[src/rtl/multicycle_control_ext.sv]
// multicycle_control_ext: multicycle MIPS control FSM with extended opcodes, exception path, memory wait states and retire counter
// ports: clock, reset_n (sync active-low); Op opcode (IR[31:26]); mem_ready handshake;
//        ALUSrcA/ALUSrcB/ALUOp/ExtOp, MemRead/MemWrite/IorD/IRWrite, PCWrite/PCWriteCond/PCWriteCondNe/PCSource,
//        RegDst/MemtoReg/RegWrite datapath controls; Exception pulse; state_out; instr_count retired instructions
module multicycle_control_ext #(
  parameter bit MEM_HANDSHAKE = 1'b1,
  parameter bit EN_EXT = 1'b1,
  parameter int CNT_W = 32
) (
  input  logic             clock,
  input  logic             reset_n,
  input  logic [5:0]       Op,
  input  logic             mem_ready,
  output logic             ALUSrcA,
  output logic [1:0]       ALUSrcB,
  output logic [1:0]       ALUOp,
  output logic             ExtOp,
  output logic             MemRead,
  output logic             MemWrite,
  output logic             IorD,
  output logic             IRWrite,
  output logic             PCWrite,
  output logic             PCWriteCond,
  output logic             PCWriteCondNe,
  output logic [1:0]       PCSource,
  output logic [1:0]       RegDst,
  output logic [1:0]       MemtoReg,
  output logic             RegWrite,
  output logic             Exception,
  output logic [3:0]       state_out,
  output logic [CNT_W-1:0] instr_count
);
  typedef enum logic [3:0] {
    FETCH, DECODE, MEMADR, MEMRD, MEMWB, MEMWR, REXEC, RWB,
    BRANCH, JUMP, IEXEC, IWB, JALS, EXC
  } state_t;
  localparam logic [5:0] OP_R = 6'b000000, OP_LW = 6'b100011, OP_SW = 6'b101011,
    OP_BEQ = 6'b000100, OP_BNE = 6'b000101, OP_J = 6'b000010, OP_JAL = 6'b000011,
    OP_ADDI = 6'b001000, OP_ANDI = 6'b001100, OP_ORI = 6'b001101;
  state_t state_q, state_d;
  logic [CNT_W-1:0] cnt_q, cnt_d;
  logic ready, retire;
  always_comb begin
    ready = mem_ready | !MEM_HANDSHAKE;
    {ALUSrcA, ALUSrcB, ALUOp, ExtOp, MemRead, MemWrite, IorD, IRWrite, PCWrite,
     PCWriteCond, PCWriteCondNe, PCSource, RegDst, MemtoReg, RegWrite, Exception} = '0;
    state_d = FETCH;
    case (state_q)
      FETCH: begin
        MemRead = 1'b1;
        ALUSrcB = 2'b01;
        PCWrite = ready;
        IRWrite = ready;
        state_d = ready ? DECODE : FETCH;
      end
      DECODE: begin
        ALUSrcB = 2'b11;
        ExtOp = 1'b1;
        case (Op)
          OP_LW, OP_SW: state_d = MEMADR;
          OP_R: state_d = REXEC;
          OP_BEQ: state_d = BRANCH;
          OP_BNE: state_d = EN_EXT ? BRANCH : EXC;
          OP_J: state_d = JUMP;
          OP_JAL: state_d = EN_EXT ? JALS : EXC;
          OP_ADDI, OP_ANDI, OP_ORI: state_d = EN_EXT ? IEXEC : EXC;
          default: state_d = EXC;
        endcase
      end
      MEMADR: begin
        ALUSrcA = 1'b1;
        ALUSrcB = 2'b10;
        ExtOp = 1'b1;
        state_d = (Op == OP_SW) ? MEMWR : MEMRD;
      end
      MEMRD: begin
        MemRead = 1'b1;
        IorD = 1'b1;
        state_d = ready ? MEMWB : MEMRD;
      end
      MEMWB: begin
        MemtoReg = 2'b01;
        RegWrite = 1'b1;
      end
      MEMWR: begin
        MemWrite = ready;
        IorD = 1'b1;
        state_d = ready ? FETCH : MEMWR;
      end
      REXEC: begin
        ALUSrcA = 1'b1;
        ALUOp = 2'b10;
        state_d = RWB;
      end
      RWB: begin
        RegDst = 2'b01;
        RegWrite = 1'b1;
      end
      BRANCH: begin
        ALUSrcA = 1'b1;
        ALUOp = 2'b01;
        PCSource = 2'b01;
        PCWriteCond = Op == OP_BEQ;
        PCWriteCondNe = Op == OP_BNE;
      end
      JUMP: begin
        PCWrite = 1'b1;
        PCSource = 2'b10;
      end
      IEXEC: begin
        ALUSrcA = 1'b1;
        ALUSrcB = 2'b10;
        ALUOp = 2'b11;
        ExtOp = Op == OP_ADDI;
        state_d = IWB;
      end
      IWB: RegWrite = 1'b1;
      JALS: begin
        PCWrite = 1'b1;
        PCSource = 2'b10;
        RegDst = 2'b10;
        MemtoReg = 2'b10;
        RegWrite = 1'b1;
      end
      EXC: begin
        PCWrite = 1'b1;
        PCSource = 2'b11;
        Exception = 1'b1;
      end
      default: ;
    endcase
    // EXC and the unused codes return to FETCH without retiring anything
    retire = state_d == FETCH && state_q inside {MEMWB, MEMWR, RWB, IWB, BRANCH, JUMP, JALS};
    cnt_d = cnt_q + CNT_W'(retire);
    if (!reset_n)
      {ALUSrcA, ALUSrcB, ALUOp, ExtOp, MemRead, MemWrite, IorD, IRWrite, PCWrite,
       PCWriteCond, PCWriteCondNe, PCSource, RegDst, MemtoReg, RegWrite, Exception} = '0;
  end
  always_ff @(posedge clock) begin
    if (!reset_n) begin
      state_q <= FETCH;
      cnt_q <= '0;
    end else begin
      state_q <= state_d;
      cnt_q <= cnt_d;
    end
  end
  assign state_out = state_q;
  assign instr_count = cnt_q;
endmodule

[config.mk]
export PLATFORM = sky130hd
export DESIGN_NAME = multicycle_control_ext
export DESIGN_NICKNAME = d
export VERILOG_FILES = /design/src/rtl/multicycle_control_ext.sv
export SDC_FILE = /design/constraint.sdc
export NUM_CORES = 1
export LEC_CHECK = 0
export ABC_AREA = 1
export BUFFER_PORTS_ARGS = -buffer_cell sky130_fd_sc_hd__buf_2
export CORE_UTILIZATION = 47
export DETAILED_ROUTE_END_ITERATION = 12
export HOLD_SLACK_MARGIN = 0.15
export PLACE_DENSITY = 0.78
export SETUP_SLACK_MARGIN = 0.2
export SYNTH_ARGS = -nofsm -noshare
export SYNTH_HDL_FRONTEND = slang
export SYNTH_SLANG_ARGS = --single-unit
[constraint.sdc]
create_clock -name clock -period 2.67 [get_ports clock]
set_clock_uncertainty 0.1 [all_clocks]
set_input_delay 0.1335 -clock clock [delete_from_list [all_inputs] [get_ports clock]]
set_output_delay 0.1335 -clock clock [all_outputs]
set_load 0.05 [all_outputs]
==> impl_metrics.yaml, run 1 <==
power:
  p_per_area_nw_per_um2: 410
  p_leak_nw: 1.30
  p_clk_share_pct: 28.6
  power_mw: 1.24
  switchingPower_mw: 0.418
  switching_share_pct: 33.7
  p_comb_share_pct: 25.6
  seq_power_share_pct: 45.8
  max-vdd-ir-drop_mv: 0.222
  cellInternalPower_mw: 0.821
logic_synthesis:
  synth_edf_count: 0
  synthTopCellsByArea: "dfxtp_1 (32%), nand2_1 (17%), nor2_1 (11%)"
  ys_seq_elements: 36
  yosysSeqAreaShare_pct: 31.7
  yosys_warnings: 0
  ys_top_cells_by_count: "nand2_1 (102), nor2_1 (69), inv_1 (52)"
  syn_area_per_cell_um2: 5.94
  synth_cell_type_count: 26
  yosysTopAreaCellShare_pct: 31.7
  netlist_area_um2: 2270
  syn-instance-count: 383
  synthMostInstantiatedCell: "nand2_1"
  postSynth.asyncResetShare_pct: 0
  synthFlopType: "dfxtp_1"
  syn_nets: 394
  yosys.area.top_type: "dfxtp_1"
critical_path:
  r2r-end: "instr_count[16]$_SDFF_PN0_"
  cp-start-kind: "flop"
  slowest_delay_ns: 0.37
  cp.required_ns: 2.74
  crit_chain: "buf_12 > nand2_8 > nor2_4 > nand2_2 > o21ai_2 > nor3_2 > nand2_1 > nor2_2 > ha_4 > ha_4 > nand2_4 > nor2_4 > inv_2 > nor2_4 > nand2_2 > nor2_4 > nand2_2 > o21ai_2 > a21oi_1"
  cp_top_family: "simple AND/OR/NAND/NOR gates"
  worstPathArrival_ns: 2.53
  r2r_cells: 19
  path_class: "flop to flop"
  crit_path_frequent_cell: "nor2_4"
  path_buf_inv: 2
  regToRegSetupSlack_ns: 0.21
  critPathCaptureType: "flop"
  worst_path_max_delay_cell: "dfxtp_4"
  r2r-start: "state_out[2]$_SDFF_PN0_"
  path_max_fanout: 5
timing:
  rsz0062_at_grt: "true"
  finalHoldViolations: 0
  setup_slack_ns: 0.213
  period_share_pct: 92.0
  slew_headroom_pct: 66.1
  setup_tns_ns: 0
  tightest_slew_ns: 0.508
  setup_viol: 0
  period_needed_ns: 2.46
  slew_viol_final: 0
  max_freq_mhz: 407
detailed_routing:
  vias: 2728
  via_per_inst: 5.26
  drtIter0Drc: 170
  wl_per_cell_um: 13.1
  wirelength_mm: 6.78
  drt_first_pass_iters: 5
  drc: 0
  ant_nets: 0
status:
  status: "complete, no violations"
worst_hold_path:
  worstHoldEndpoint: "state_out[0]$_SDFF_PN0_"
  min_from: "mem_ready"
  hold_depth: 4
  min_path_type: "primary input to flop"
clocking:
  cts-root-buf: "clkbuf_8"
  cts_tree: "yes"
  numCtsBuffers: 5
  worstSkewPairLatency_ns: 0.28
  clockBufferDepth: 2
  cts.sinks: 36
  htree_levels: 2
  clkSlewWorstSetupHoldPaths_ns: 0.07
placement:
  post-place-cells: 497
  portBuffers: 65
  gp_congestion: 0.915
  pre_cts_slack_ns: 0.0102
  dp_hpwl_mm: 4.99
final_layout:
  nets: 478
  multi_input_area_um2: 1470
  seq_area_um2: 736
  diodes: 0
  utilization_pct: 67.1
  syn_to_final_growth_pct: 32.8
  fin_cells: 519
  drive_above_1_share_pct: 27.6
  fillers: 416
die:
  die_x_um: 71.6
  num_rows: 24
  start_util_pct: 50.5
  dieArea_um2: 5120
  die_y_um: 71.6
  core-area_um2: 4500
  ioPinCount: 66
global_routing:
  grt_pass1_vias: 2353
  grt_pass1_wl_mm: 10.8
  grt_use_total_pct: 26.9
  antenna_found_initial: 0
  grt_remaining_overflow: 0
  grt_max_degree: 32
job:
  maxCapViolCount: 0
[power by group through the flow]
stage,combinational [mW],sequential (mW),clock (mW)
floorplan,0.163,0.611,0
global placement,0.258,0.577,0
detailed placement,0.258,0.577,0
CTS,0.298,0.563,0.364
global route,0.336,0.567,0.390
finish,0.317,0.567,0.355
[registers in the layout, indices dropped and copies added, names as in the netlist]
| signal | cells |
|---|---|
| instr_count | 32 |
| state_out | 4 |
[worst register-to-register path, stage by stage (launching register included)]
cell,delay (ns)
dfxtp_4,0.37
buf_12,0.13
nand2_8,0.06
nor2_4,0.04
nand2_2,0.07
o21ai_2,0.06
nor3_2,0.17
nand2_1,0.09
nor2_2,0.13
ha_4,0.19
ha_4,0.15
nand2_4,0.06
nor2_4,0.13
inv_2,0.06
nor2_4,0.11
nand2_2,0.09
nor2_4,0.10
nand2_2,0.07
o21ai_2,0.13
a21oi_1,0.05
[area by class of cell]
type,instances,share of cell area [%]
timing repair buffer,82,15.5
sequential,36,24.3
tap,52,2.15
clock buffer,7,2.53
inverter,53,6.75
multi-input combinational,289,48.7
[what timing repair did]
action | in CTS | in global routing
buffers inserted | 11 | 3
hold buffers | 1 | 0
endpoints found under the setup margin | 9 | 21
resized for setup | 8 | 18
endpoints found under the hold margin | 7 | 0
pin swaps | 12 | 9
[worst max path at each step]
stage | start | to | cells past startpoint
2_1_floorplan | state_out[2]$_SDFF_PN0_ | instr_count[18]$_SDFF_PN0_ | 19
3_3_place_gp | Op[5] | instr_count[16]$_SDFF_PN0_ | 21
3_5_place_dp | Op[5] | instr_count[16]$_SDFF_PN0_ | 21
4_1_cts | state_out[2]$_SDFF_PN0_ | instr_count[16]$_SDFF_PN0_ | 19
5_1_grt | state_out[2]$_SDFF_PN0_ | instr_count[16]$_SDFF_PN0_ | 19
6_report | state_out[2]$_SDFF_PN0_ | instr_count[16]$_SDFF_PN0_ | 19
[metal layers]
layer / share of wire [%] / vias to the layer above / track usage [%] / wire, µm
li1: - / 1379 / - / -
met1: 47 / 1232 / 38.9 / 3220
met2: 44 / 105 / 40.8 / 2970
met3: 7.3 / 12 / 4.64 / 495
met4: 1.5 / 0 / 8.93 / 104
met5: 0 / - / 0 / 0
[placed cells by master, fill, tap and decap left out, drive strengths merged]
cell type	count
nand2	104
buf	81
nor2	75
inv	53
dfxtp	36
a21oi	34
nor3	18
nand3	17
o21ai	14
or2	7
clkbuf	7
xor2	4
nand4	3
nand3b	3
a31oi	2
o21a	2
ha	2
o211ai	1
a41oi	1
o31ai	1
and3	1
dlygate4sd3	1
[metrics by stage]
step	instance area [µm²]	hold slack (ns)
2_1_floorplan	2340	0.127
3_3_place_gp	2730	0.346
3_5_place_dp	2730	0.352
4_1_cts	2940	0.165
5_1_grt	3020	0.224
6_report	3020	0.196
[logic make-up (layout without fill, tap and decap cells)]
kind of cell	count (synthesis)	after routing	synth area share (%)
compound gates	55	55	12.8
xor+xnor	4	4	1.54
fa+ha+maj	2	2	1.10
buf+inv	58	142	9.57
flops	36	36	31.7
simple gates	228	228	43.3
No activity file was read; power rests on OpenSTA's default activity.
==> inputs of run 2 (changes only) <==
==> constraint.sdc (replaced) <==
create_clock -name clock -period 2.67 [get_ports clock]
set_clock_uncertainty 0.1 [all_clocks]
set_input_delay 0 -clock clock [delete_from_list [all_inputs] [get_ports clock]]
set_output_delay 0 -clock clock [all_outputs]
set_load 0.05 [all_outputs]
==> run 2 against run 1 <==
Net effect:
- highest routed layer unchanged
- fmax down 3.8%
- worst setup slack lost 0.097 ns
- combinational power barely moved
- non-clock buffer count rose by 6
- core utilization increased by 0.53 points
- die area is the same
- sequential cell count unchanged
- total power up 1.8%
==> impl_metrics.yaml, run 2 (synthesis results as in run 1) <==
detailed_routing:
  drt_first_pass_iters: 5
  wl_per_cell_um: 13.3
  wirelength_mm: 6.98
  via_per_inst: 5.20
  ant_nets: 0
  drc: 0
  vias: 2736
  drtIter0Drc: 292
die:
  start_util_pct: 50.5
  dieArea_um2: 5120
  die_x_um: 71.6
  core-area_um2: 4500
  ioPinCount: 66
  num_rows: 24
  die_y_um: 71.6
global_routing:
  grt_pass1_vias: 2377
  grt_pass1_wl_mm: 10.9
  grt_remaining_overflow: 0
  antenna_found_initial: 0
  grt_max_degree: 20
  grt_use_total_pct: 27.5
clocking:
  numCtsBuffers: 5
  clkSlewWorstSetupHoldPaths_ns: 0.07
  cts_tree: "yes"
  clockBufferDepth: 2
  cts-root-buf: "clkbuf_8"
  worstSkewPairLatency_ns: 0.30
  cts.sinks: 36
  htree_levels: 2
final_layout:
  layout_commonest_cell: "nand2_1"
  syn_to_final_growth_pct: 33.9
  largest_reg_flops: 32
  drive_above_1_share_pct: 26.4
  diodes: 0
  fillers: 385
  nets: 484
  layout_common_cells: "nand2_1 (96), buf_2 (65), nor2_1 (64), inv_1 (46), a21oi_1 (34)"
  utilization_pct: 67.6
  fin_cells: 526
  fin_area_um2: 3050
placement:
  dpl-instance-area_um2: 2730
  gp_congestion: 0.920
  post-place-cells: 497
  portBuffers: 65
  dp_hpwl_mm: 5.00
timing:
  max_freq_mhz: 392
  finalHoldViolations: 0
  whs_ns: 0.151
  slew_headroom_pct: 57.1
  setup_viol: 0
  slew_viol_final: 0
  tightest_slew_ns: 0.642
  period_share_pct: 95.6
  rsz0062_at_grt: "true"
  period_needed_ns: 2.55
power:
  power_mw: 1.26
  p_per_area_nw_per_um2: 414
  max-vdd-ir-drop_mv: 0.217
  p_leak_nw: 1.32
critical_path:
  r2r-start: "state_out[1]$_SDFF_PN0_"
  critPathCaptureType: "flop"
  cp.required_ns: 2.80
  startpoint: "state_out[1]$_SDFF_PN0_"
  worstPathArrival_ns: 2.68
  path_max_fanout: 5
  cp-start-kind: "flop"
  path_class: "flop to flop"
worst_hold_path:
  min_from: "Op[4]"
  min_path_type: "primary input to flop"
job:
  maxCapViolCount: 0
status:
  status: "complete, no violations"
## run 2: cell type report
class	instances	area, µm²	share of cell area [%]
clock buffer	7	76.3	2.51
inverter	53	206	6.78
tap	52	65.1	2.14
sequential	36	736	24.2
multi-input combinational	289	1450	47.5
clock inverter	1	3.75	0.123
timing repair buffer	88	510	16.8
## run 2: per-stage QoR
step	setup TNS [ns]	setup slack, ns
6_report	0	0.117
5_1_grt	-0.0322	-0.0191
4_1_cts	0	0.200
3_5_place_dp	0	0.0623
3_3_place_gp	0	0.105
2_1_floorplan	0	0.179
## run 2: critical path, cell delays in order, from the launching register on
cell,delay [ns]
dfxtp_4,0.38
inv_4,0.07
nand2_4,0.06
buf_4,0.14
nor2_1,0.28
nand2_1,0.16
nand2_1,0.11
nor2_2,0.05
ha_4,0.19
ha_4,0.17
nand2_4,0.08
nor2_4,0.05
buf_4,0.13
buf_4,0.13
nand2_1,0.11
inv_1,0.07
nand2_1,0.06
nand2_1,0.04
a21oi_1,0.12
## run 2: where the power goes
part	leakage (nW)	internal (mW)	switching, mW
Combinational	0.990	0.0934	0.222
Clock	0.0399	0.182	0.197
Sequential	0.293	0.548	0.0182
## run 2: per-layer routing
layer  GRT usage, %  share of wire (%)  up-vias
met3           6.47                6.5       14
li1               -                  -     1401
met4           10.5                1.7        0
met1           38.0                 46     1207
met2           41.8                 46      114
met5              0                  0        -
## run 2: worst paths after layout
| kind | to | slack (ns) | cells after the start |
|---|---|---|---|
| setup reg to reg | instr_count[24]$_SDFF_PN0_ | 0.12 | 18 |
| hold reg to reg | instr_count[31]$_SDFF_PN0_ | 0.38 | 2 |
| hold / removal | state_out[3]$_SDFF_PN0_ | 0.15 | 7 |
| setup / recovery | instr_count[24]$_SDFF_PN0_ | 0.12 | 18 |
## run 2: what timing repair did
item / in CTS / in global routing
pin swaps: 5 / 11
setup buffers: 5 / 11
hold endpoints to repair: 10 / 0
endpoints found under the setup margin: 11 / 22
cloned: 0 / 0
gates resized for setup: 2 / 19
hold buffers: 6 / 0
==> inputs of run 3 (changes only) <==
- RECOVER_POWER: not set -> 50
==> run 3 against run 2 <==
Net effect:
- core utilization is 1.3 points lower
- wire length is 0.14% higher
- register-to-register slack hardly changed
- largest cell class unchanged
==> impl_metrics.yaml, run 3 (synthesis results as in run 1) <==
status:
  status: "complete, no violations"
detailed_routing:
  drtIter0Drc: 264
  drt_first_pass_iters: 5
  wirelength_mm: 6.99
  wl_per_cell_um: 13.3
  ant_nets: 0
  drc: 0
  via_per_inst: 5.24
  vias: 2757
critical_path:
  path_class: "flop to flop"
  r2r-start: "state_out[1]$_SDFF_PN0_"
  r2r_cells: 18
  cp.required_ns: 2.79
  cp-start-kind: "flop"
  r2r-end: "instr_count[24]$_SDFF_PN0_"
  path_max_fanout: 5
  critPathCaptureType: "flop"
  worstPathArrival_ns: 2.68
  regToRegSetupSlack_ns: 0.11
timing:
  slew_viol_final: 0
  max_freq_mhz: 390
  period_needed_ns: 2.56
  tightest_slew_ns: 0.772
  slew_headroom_pct: 48.5
  whs_ns: 0.153
  finalHoldViolations: 0
  rsz0062_at_grt: "true"
  period_share_pct: 95.9
  setup_viol: 0
  setup_slack_ns: 0.109
final_layout:
  fin_cells: 526
  diodes: 0
  syn_to_final_growth_pct: 31.2
  layout_commonest_cell: "nand2_1"
  fillers: 414
  drive_above_1_share_pct: 17.1
  nets: 484
  largest_reg_flops: 32
  layout_common_cells: "nand2_1 (96), nor2_1 (64), inv_1 (46), clkbuf_1 (46), a21oi_1 (34)"
  utilization_pct: 66.3
die:
  die_x_um: 71.6
  dieArea_um2: 5120
  core-area_um2: 4500
  ioPinCount: 66
  die_y_um: 71.6
  start_util_pct: 50.5
  num_rows: 24
clocking:
  cts-root-buf: "clkbuf_8"
  numCtsBuffers: 5
  worstSkewPairLatency_ns: 0.29
  cts_tree: "yes"
  cts.sinks: 36
  htree_levels: 2
  clockBufferDepth: 2
  clkSlewWorstSetupHoldPaths_ns: 0.07
global_routing:
  grt_use_total_pct: 27.5
  grt_max_degree: 20
  antenna_found_initial: 0
  grt_pass1_vias: 2377
  grt_pass1_wl_mm: 10.9
  grt_remaining_overflow: 0
worst_hold_path:
  min_from: "Op[4]"
  hold_depth: 7
  worstHoldEndpoint: "state_out[3]$_SDFF_PN0_"
  min_path_type: "primary input to flop"
placement:
  post-place-cells: 497
  gp_congestion: 0.920
  pre_cts_slack_ns: 0.0623
  dp_hpwl_mm: 5.00
  portBuffers: 65
power:
  max-vdd-ir-drop_mv: 0.214
  p_per_area_nw_per_um2: 419
  p_leak_nw: 1.13
job:
  maxCapViolCount: 0
[run 3: changes by cell type in the layout (fill, tap and decap cells not counted)]
cell,previous run,this run
buf_4,18,16
buf_2,65,23
clkbuf_1,2,46
[run 3: repair_timing]
item	4_1_cts	5_1_grt
endpoints found under the hold margin	10	0
hold buffers	6	0
setup buffers	5	11
resized for setup	2	19
setup endpoints to repair	11	22
pin swaps	5	11
[run 3: cell type report]
class,count,area (µm²),share of cell area (%)
inverter,53,206,6.92
sequential,36,736,24.6
tap,52,65.1,2.18
clock buffer,7,76.3,2.56
multi-input combinational,289,1450,48.5
clock inverter,1,3.75,0.126
timing repair buffer,88,450,15.1
[run 3: critical path, stage by stage, from the launching register on]
cell     delay, ns
dfxtp_4       0.38
inv_4         0.07
nand2_4       0.06
buf_4         0.14
nor2_1        0.28
nand2_1       0.16
nand2_1       0.11
nor2_2        0.05
ha_4          0.19
ha_4          0.17
nand2_4       0.08
nor2_4        0.05
buf_4         0.13
buf_4         0.13
nand2_1       0.11
inv_1         0.07
nand2_1       0.06
nand2_1       0.04
a21oi_1       0.12
[run 3: through the flow]
step	total power, mW	TNS [ns]	cell area, µm²
floorplan	0.774	0	2340
detailed placement	0.835	0	2730
global placement	0.838	0	2730
global route	1.31	-0.0442	2990
finish	1.25	0	2990
CTS	1.22	0	2910
[run 3: worst max path at each step]
| stage | start | endpoint | slack [ns] |
|---|---|---|---|
| after global placement | state_out[2]$_SDFF_PN0_ | instr_count[16]$_SDFF_PN0_ | 0.11 |
| after global routing | state_out[1]$_SDFF_PN0_ | instr_count[24]$_SDFF_PN0_ | -0.02 |
| after CTS | Op[4] | instr_count[18]$_SDFF_PN0_ | 0.20 |
| after detailed placement | state_out[2]$_SDFF_PN0_ | instr_count[16]$_SDFF_PN0_ | 0.06 |
| final | state_out[1]$_SDFF_PN0_ | instr_count[24]$_SDFF_PN0_ | 0.11 |
| after floorplan | state_out[2]$_SDFF_PN0_ | instr_count[18]$_SDFF_PN0_ | 0.18 |
[run 3: routing by layer]
layer	track usage, %	vias up	share of wire [%]
met5	0	-	0
met4	10.5	0	1.9
met3	6.47	14	6.6
met2	41.8	113	46
met1	38.0	1231	46
li1	-	1399	-
[run 3: where the power goes]
group          internal [mW]  switching, mW
Sequential             0.548         0.0182
Combinational         0.0877          0.222
Clock                  0.182          0.193
